File: config.mk
export PLATFORM = sky130hd
export DESIGN_NAME = seg_scan_decoder
export DESIGN_NICKNAME = d
export VERILOG_FILES = /design/src/rtl/seg_pkg.sv /design/src/rtl/seg7_to_bcd.sv /design/src/rtl/seg_scan_decoder.sv
export SDC_FILE = /design/constraint.sdc
export NUM_CORES = 1
export LEC_CHECK = 0
export CORE_UTILIZATION = 46
export DETAILED_ROUTE_END_ITERATION = 7
export GPL_ROUTABILITY_DRIVEN = 0
export GPL_TIMING_DRIVEN = 0
export PLACE_DENSITY = 0.77
export SETUP_SLACK_MARGIN = 0.1
export SYNTH_ARGS = -nofsm -noshare
export SYNTH_HDL_FRONTEND = slang
export SYNTH_SLANG_ARGS = --single-unit
File: constraint.sdc
create_clock -name clk -period 2.2 [get_ports clk]
set_clock_uncertainty 0.2 [all_clocks]
set_input_delay 0.33 -clock clk [delete_from_list [all_inputs] [get_ports clk]]
set_output_delay 0.33 -clock clk [all_outputs]
set_load 0.01 [all_outputs]
File: src/rtl/seg_pkg.sv
// Shared definitions for the 7-segment readback path: segment ordering,
// digit patterns (active-high {g,f,e,d,c,b,a}) and the special BCD codes.
package seg_pkg;

    typedef enum logic [2:0] {
        SEG_A = 3'd0,
        SEG_B = 3'd1,
        SEG_C = 3'd2,
        SEG_D = 3'd3,
        SEG_E = 3'd4,
        SEG_F = 3'd5,
        SEG_G = 3'd6
    } seg_bit_e;

    localparam int SEG_W   = 7;
    localparam int NUM_DIG = 4;

    localparam logic [SEG_W-1:0] SEG_0     = 7'b0111111;
    localparam logic [SEG_W-1:0] SEG_1     = 7'b0000110;
    localparam logic [SEG_W-1:0] SEG_2     = 7'b1011011;
    localparam logic [SEG_W-1:0] SEG_3     = 7'b1001111;
    localparam logic [SEG_W-1:0] SEG_4     = 7'b1100110;
    localparam logic [SEG_W-1:0] SEG_5     = 7'b1101101;
    localparam logic [SEG_W-1:0] SEG_6     = 7'b1111101;
    localparam logic [SEG_W-1:0] SEG_7     = 7'b0000111;
    localparam logic [SEG_W-1:0] SEG_8     = 7'b1111111;
    localparam logic [SEG_W-1:0] SEG_9     = 7'b1101111;
    localparam logic [SEG_W-1:0] SEG_BLANK = 7'b0000000;

    localparam logic [3:0] CODE_BLANK = 4'hF;
    localparam logic [3:0] CODE_BAD   = 4'hE;

endpackage

File: src/rtl/seg7_to_bcd.sv
// Combinational decode of an active-low segment bus into a BCD code,
// flagging any pattern that is neither a digit nor blank.
module seg7_to_bcd
    import seg_pkg::*;
(
    input  logic [SEG_W-1:0] seg_n,
    output logic [3:0]       code,
    output logic             bad
);

    logic [SEG_W-1:0] seg;

    assign seg = ~seg_n;

    always_comb begin
        code = CODE_BAD;
        bad  = 1'b0;
        case (seg)
            SEG_0:     code = 4'd0;
            SEG_1:     code = 4'd1;
            SEG_2:     code = 4'd2;
            SEG_3:     code = 4'd3;
            SEG_4:     code = 4'd4;
            SEG_5:     code = 4'd5;
            SEG_6:     code = 4'd6;
            SEG_7:     code = 4'd7;
            SEG_8:     code = 4'd8;
            SEG_9:     code = 4'd9;
            SEG_BLANK: code = CODE_BLANK;
            default: begin
                code = CODE_BAD;
                bad  = 1'b1;
            end
        endcase
    end

endmodule

File: src/rtl/seg_scan_decoder.sv
// Watches the scanned digit-select / segment bus, captures each position once
// per settled dwell and publishes the four low digits once a full frame is seen.
module seg_scan_decoder
    import seg_pkg::*;
#(
    parameter int NUM_POS = 6,
    parameter int SETTLE  = 2
) (
    input  logic               clk,
    input  logic               rst,
    input  logic [NUM_POS-1:0] seg_sel,
    input  logic [SEG_W-1:0]   seg_data,
    output logic [3:0]         digit3,
    output logic [3:0]         digit2,
    output logic [3:0]         digit1,
    output logic [3:0]         digit0,
    output logic               frame_valid,
    output logic               frame_err,
    output logic               sel_err
);

    localparam int                CNT_W   = $clog2(SETTLE + 1);
    localparam logic [CNT_W-1:0]  CNT_MAX = CNT_W'(SETTLE);
    localparam logic [NUM_POS-1:0] POS_ONE = NUM_POS'(1);

    logic [NUM_POS-1:0]   sel_q_reg;
    logic [SEG_W-1:0]     data_q_reg;
    logic [CNT_W-1:0]     cnt_reg;
    logic                 done_reg;
    logic [NUM_POS-1:0]   seen_reg;
    logic [NUM_POS-1:0]   seen_next;
    logic                 err_reg;
    logic                 err_next;
    logic                 frame_valid_reg;
    logic                 frame_err_reg;
    logic                 sel_err_reg;
    logic [4*NUM_DIG-1:0] digit_vec;

    logic [NUM_POS-1:0] sel_act;
    logic [NUM_POS-1:0] hit;
    logic               one_hot;
    logic               multi_hot;
    logic               settled;
    logic               sample_evt;
    logic               sel_err_evt;
    logic               frame_done;
    logic [3:0]         code;
    logic               bad;

    seg7_to_bcd u_dec (
        .seg_n (data_q_reg),
        .code  (code),
        .bad   (bad)
    );

    assign sel_act     = ~sel_q_reg;
    assign one_hot     = (sel_act != '0) && ((sel_act & (sel_act - POS_ONE)) == '0);
    assign multi_hot   = (sel_act != '0) && !one_hot;
    assign settled     = (cnt_reg == CNT_MAX) && !done_reg;
    assign sample_evt  = settled && one_hot;
    assign sel_err_evt = settled && multi_hot;
    assign frame_done  = &seen_reg;
    assign hit         = sample_evt ? sel_act : '0;

    // A completing frame clears the mask and error flag; a new hit on the same edge still lands.
    assign seen_next = (frame_done ? '0 : seen_reg) | hit;
    assign err_next  = (frame_done ? 1'b0 : err_reg) | sel_err_evt | (sample_evt & bad);

    // The dwell restarts on the edge where sel_q takes a new value.
    always_ff @(posedge clk or negedge rst) begin
        if (!rst) begin
            sel_q_reg       <= '1;
            data_q_reg      <= '0;
            cnt_reg         <= '0;
            done_reg        <= 1'b0;
            seen_reg        <= '0;
            err_reg         <= 1'b0;
            frame_valid_reg <= 1'b0;
            frame_err_reg   <= 1'b0;
            sel_err_reg     <= 1'b0;
        end else begin
            sel_q_reg  <= seg_sel;
            data_q_reg <= seg_data;
            if (seg_sel != sel_q_reg) begin
                cnt_reg  <= '0;
                done_reg <= 1'b0;
            end else if (cnt_reg != CNT_MAX) begin
                cnt_reg <= cnt_reg + CNT_W'(1);
            end else begin
                done_reg <= 1'b1;
            end
            seen_reg        <= seen_next;
            err_reg         <= err_next;
            frame_valid_reg <= frame_done & ~err_reg;
            frame_err_reg   <= frame_done & err_reg;
            sel_err_reg     <= sel_err_evt;
        end
    end

    genvar gi;
    generate
        for (gi = 0; gi < NUM_DIG; gi++) begin : g_digit
            logic [3:0] slot_reg;
            logic [3:0] digit_reg;

            always_ff @(posedge clk or negedge rst) begin
                if (!rst) begin
                    slot_reg  <= CODE_BLANK;
                    digit_reg <= CODE_BLANK;
                end else begin
                    if (hit[gi]) begin
                        slot_reg <= code;
                    end
                    if (frame_done && !err_reg) begin
                        digit_reg <= slot_reg;
                    end
                end
            end

            assign digit_vec[4*gi +: 4] = digit_reg;
        end
    endgenerate

    assign digit0      = digit_vec[3:0];
    assign digit1      = digit_vec[7:4];
    assign digit2      = digit_vec[11:8];
    assign digit3      = digit_vec[15:12];
    assign frame_valid = frame_valid_reg;
    assign frame_err   = frame_err_reg;
    assign sel_err     = sel_err_reg;

endmodule

Yosys cells after proc, flatten, opt, wreduce, memory -nomap -nowiden. Index checks and enable logic that the tools add are counted.

Logic and storage cells: 67. Output and inout port bits: 19. Register bits after elaboration: 58.

Mux-type cells: 9. Add/subtract/negate cells: 2. Reduce and logical (&&, ||, !) cells: 15. Eq/ne operators: 14. Bitwise gates (word level): 10.

Operators by type and width (count): 7-bit == test, second input constant (7); 4-bit case mux with 11 select lines (1); 7-bit by 3-bit == test with 1-bit output, second input constant (2); 6-bit two-way mux (2); 11-bit OR reduction (1); 7-bit by 6-bit == test with 1-bit output, second input constant (1); 7-bit zero test (1); 7-bit inverter (1); 6-bit AND (1); 1-bit logical AND (6); 6-bit zero test (1); 6-bit inequality test (1); 6-bit inverter (1); 6-bit OR (1); 6-bit AND reduction (1); 6-bit nonzero test (1); 6-bit by 1-bit subtractor with 6-bit output, second input constant (1); 1-bit two-way mux (4); 2-bit two-way mux (2); 2-bit inequality test, second input constant (2); 1-bit AND (3); 1-bit zero test (3); 2-bit by 1-bit adder with 2-bit output, second input constant (1); 2-bit == test, second input constant (1); 3 further kinds (4).

Longest topological paths before layout.
Word-level depth: 10. Mapped depth: 7. Mapped depth without buffers: 7.

Cells and area by module. From an unflattened synthesis, not the netlist that was laid out.

Cells, all modules: 194. Area, all modules: 2565.0 um2.

By module, submodules not included: seg_scan_decoder (seq. area each 1498.9 um2, area each 2312.2 um2, cells an instance 156, instances 1); seg7_to_bcd (seq. area each 0.0 um2, area each 252.7 um2, cells an instance 38, instances 1).

Worst setup path after synthesis. No wires, ideal clock.

Path kind: register to register. Start point: register cnt_reg[0]. End point: register g_digit[2].slot_reg[3]. Arrival time: 1.655 ns. Path slack: 0.263 ns. Clock period less this slack: 1.937 ns. Stages on the path, launching flop included: 7. Cells stage by stage: dfrtp_1 > inv_1 > ha_1 > and2b_1 > nand3_1 > nor3_2 > mux2_2.

Cells in the longest elaborated chain, start to end: 4.

RTL lines: start, declared (line seg_scan_decoder.sv:28) `logic [CNT_W-1:0] cnt_reg;`; start signal, assigned (line seg_scan_decoder.sv:88) `cnt_reg <= cnt_reg + CNT_W'(1);`; 2-bit == test (line seg_scan_decoder.sv:59) `assign settled = (cnt_reg == CNT_MAX) && !done_reg;`; 1-bit logical AND (line seg_scan_decoder.sv:59); 1-bit logical AND (line seg_scan_decoder.sv:60) `assign sample_evt = settled && one_hot;`; 6-bit two-way mux (line seg_scan_decoder.sv:63) `assign hit = sample_evt ? sel_act : '0;`; end signal, assigned (line seg_scan_decoder.sv:112) `slot_reg <= code;`; end, declared (line seg_scan_decoder.sv:103) `logic [3:0] slot_reg;`.

Every way passes these cells. A chain may end at the register's enable or synchronous reset.

Final worst setup path.
Start point: register data_q_reg[2]. End point: register g_digit[2].slot_reg[1].

Cells in the longest elaborated chain, start to end: 3. Elaborated cells on any way between the ends: 13. Classes of those cells: 10 x eq/ne; 1 x mux; 1 x bitwise; 1 x reduce/logical.

RTL lines: start, declared (line seg_scan_decoder.sv:27) `logic [SEG_W-1:0] data_q_reg;`; start signal, assigned (line seg_scan_decoder.sv:83) `data_q_reg <= seg_data;`; 7-bit inverter * (line seg7_to_bcd.sv:13) `assign seg = ~seg_n;`; 7-bit == test (tied with other cells) (line seg7_to_bcd.sv:18) `case (seg)`; 4-bit case mux with 11 select lines * (line seg7_to_bcd.sv:18).

Every way passes the cells marked *; elsewhere a longest branch is shown, timed or not.

==> summary.txt <==
Critical path
  • CP endpoint kind: flip-flop
  • WP data required: 2.25 ns
  • Max FO, Critical Path: 10
  • Data arrival time of the critical path: 2.06 ns
  • Startpoint Class: flip-flop
  • Critical path type: flip-flop to flip-flop

Placement
  • Post-Place Worst Slack: 0.0217 ns
  • PortBufs: 33
  • Post-DP HPWL: 3.09 mm

Synth
  • Largest area contributor in the netlist: dfstp_2
  • Post-Synth Simple-Gate Area: 0.154
  • Post-Syn Area per Cell: 12.5 µm²
  • Mux contribution to synthesized area: 0.0890
  • Post-Synth XOR/XNOR Area: 0.0277
  • Mapped cell area: 2530 µm²
  • Most frequent cell after synthesis: dfstp_2
  • FF+latch count, synth: 58
  • Post-synth EDFFs: 0
  • Top-area cell type share of the netlist area: 0.395
  • YS warnings: 0
  • Syn nets: 218
  • Ys flop type: dfstp_2
  • Yosys cell types: 45
  • Ranking of synthesized cells by area: dfstp_2 (39%), dfrtp_1 (20%), mux2_2 (8.9%), nor2_1 (3.7%), a21oi_1 (2.4%)
  • Fraction of registers with async set/reset: 1.00
  • Compound-gate portion of the synthesized area: 0.101
  • Syn Inst Count: 202
  • Main combinational cell family by area after synthesis: simple AND/OR/NAND/NOR gates
  • Most frequent cells after synthesis: dfstp_2 (38), nor2_1 (25), dfrtp_1 (20), mux2_2 (20)
  • Register area share after synthesis: 0.592
  • Post-Synth Adder-Cell Area: 0.00890

Job
  • Total of max-cap violations: 0

Layout
  • Share of post-route cells with drive strength above 1: 0.418
  • Ant diodes: 0
  • P&R area growth vs syn: 31.0%
  • # fillers: 423
  • Nets@finish: 274
  • Max reg flops: 16

Die
  • Die Area: 5800 µm²
  • Core region area: 5200 µm²
  • Die X: 76.2 µm
  • # rows: 26
  • Height of the chip: 76.2 µm
  • Initial Util: 0.486
  • I/O Pins: 34

STA
  • Max Slew Vio Count: 0
  • Unrepaired setup endpoints after global routing: false
  • Slew headroom: 0.683
  • Fin. Hold Viols: 0
  • Period utilization: 0.910
  • Slew @ Worst Pin: 0.475 ns
  • Final Worst Setup Slack: 0.198 ns
  • Fmax: 0.500 GHz
  • Finish-stage setup viols: 0
  • Hold Worst Slack: 0.235 ns
  • Setup TNS: 0 ns
  • Fin crit period: 2.00 ns

Global route
  • Antenna violations before repair: 0
  • First-pass GRT wire length: 7.91 mm
  • Pin count of the biggest net entering global routing: 40
  • Vias in the first global route: 1691
  • Global-route usage over all layers: 0.179
  • GR Overflow Total: 0

Clock tree
  • Clock Latency Late Sink: 0.34 ns
  • Max Buffers Root-to-Sink: 2
  • Clock sinks: 58
  • Clock-pin slew on the worst setup and hold paths: 0.06 ns
  • CTS Buf Count: 9
  • CTS tree: done
  • Root Buffer: clkbuf_8
  • H-tree levels: 3

Route
  • Drt first pass iters: 4
  • Avg WL per Cell: 14.1 µm
  • Starting DRT DRC Count: 53
  • Routed Wire Length: 4.69 mm
  • DRC: 0
  • Post-route ant nets: 0
  • Routed vias: 1713
  • Via density: 5.14

Pwr
  • Leakage: 0.00139 µW
  • Peak supply drop: 0.000489 V
  • PwrDens: 668 nW/µm²

Status
  • Status: finished clean

Worst hold path
  • HP Class: primary input to flip-flop
## timing repair
item | 4_1_cts | 5_1_grt
endpoints found under the hold margin | 10 | 0
setup endpoints to repair | 7 | 23
gates resized for setup | 2 | 9
hold buffers | 1 | 0
pin swaps | 2 | 3
setup buffers | 4 | 6
## layout make-up
type | instances | area (µm²) | share of cell area
flip-flops and latches | 58 | 1500 | 0.452
repair buffers | 45 | 430 | 0.130
well taps | 70 | 87.6 | 0.0264
clock inverters | 6 | 65.1 | 0.0196
plain buffers | 6 | 48.8 | 0.0147
multi-input cells | 133 | 1030 | 0.310
clock buffers | 10 | 138 | 0.0415
inverters | 5 | 18.8 | 0.00566
## through the flow
stage                util  total power, µW  cells  cell area, µm²
finish              0.637             2210    333            3310
global route        0.637             2300    333            3310
CTS                 0.618             2240    327            3220
detailed placement  0.569             1240    306            2960
global placement    0.566             1230    305            2950
floorplan               -             1180    202            2530
## where the power goes
| group | total [µW] | switching (µW) | internal (µW) | leakage [µW] |
|---|---|---|---|---|
| logic | 123 | 66.4 | 57.0 | 0.000633 |
| clock network | 981 | 428 | 553 | 0.0000988 |
| registers | 1110 | 19.6 | 1090 | 0.000656 |
| total | 2210 | 514 | 1700 | 0.00139 |
## kinds of logic (layout without fill, tap and decap cells)
logic type | Yosys count | in the layout
simple gates | 66 | 66
flops | 58 | 58
compound gates | 37 | 37
mux | 20 | 20
buf+inv | 11 | 72
xor+xnor | 8 | 8
fa+ha+maj | 2 | 2
## per-layer routing
layer	GRT usage	wire length (µm)	vias up
met5	0	0	-
met1	0.226	2140	829
met4	0.0942	35	0
li1	-	-	836
met3	0.0467	203	4
met2	0.283	2310	44
## worst paths after layout
path	start	end	slack (ns)	cells after the start
max	data_q_reg[2]	g_digit[2].slot_reg[1]	0.20	6
min	seg_data[5]	data_q_reg[5]	0.23	1
max reg2reg	data_q_reg[2]	g_digit[2].slot_reg[1]	0.20	6
min reg2reg	seen_reg[2]	seen_reg[2]	0.27	1
max in group asynchronous	rst	g_digit[1].slot_reg[2]	0.90	3
min in group asynchronous	rst	done_reg	0.28	2
## worst max-delay path: stages, from the launching register on
cell and delay [ns]:
dfrtp_1 0.37, buf_2 0.18, nor2_1 0.32, nand2_1 0.14
o22ai_1 0.34, nor2_1 0.16, a31oi_1 0.21
## layout by cell type (no fill, tap or decap), drive strengths merged, types with 7 or more instances in the layout
master / count
dfstp: 38
clkdlybuf4s50: 32
nor2: 26
mux2: 20
dfrtp: 20
buf: 18
nand2: 12
a21oi: 12
clkbuf: 10
nor3: 7
(Power assumes the default switching activity.)
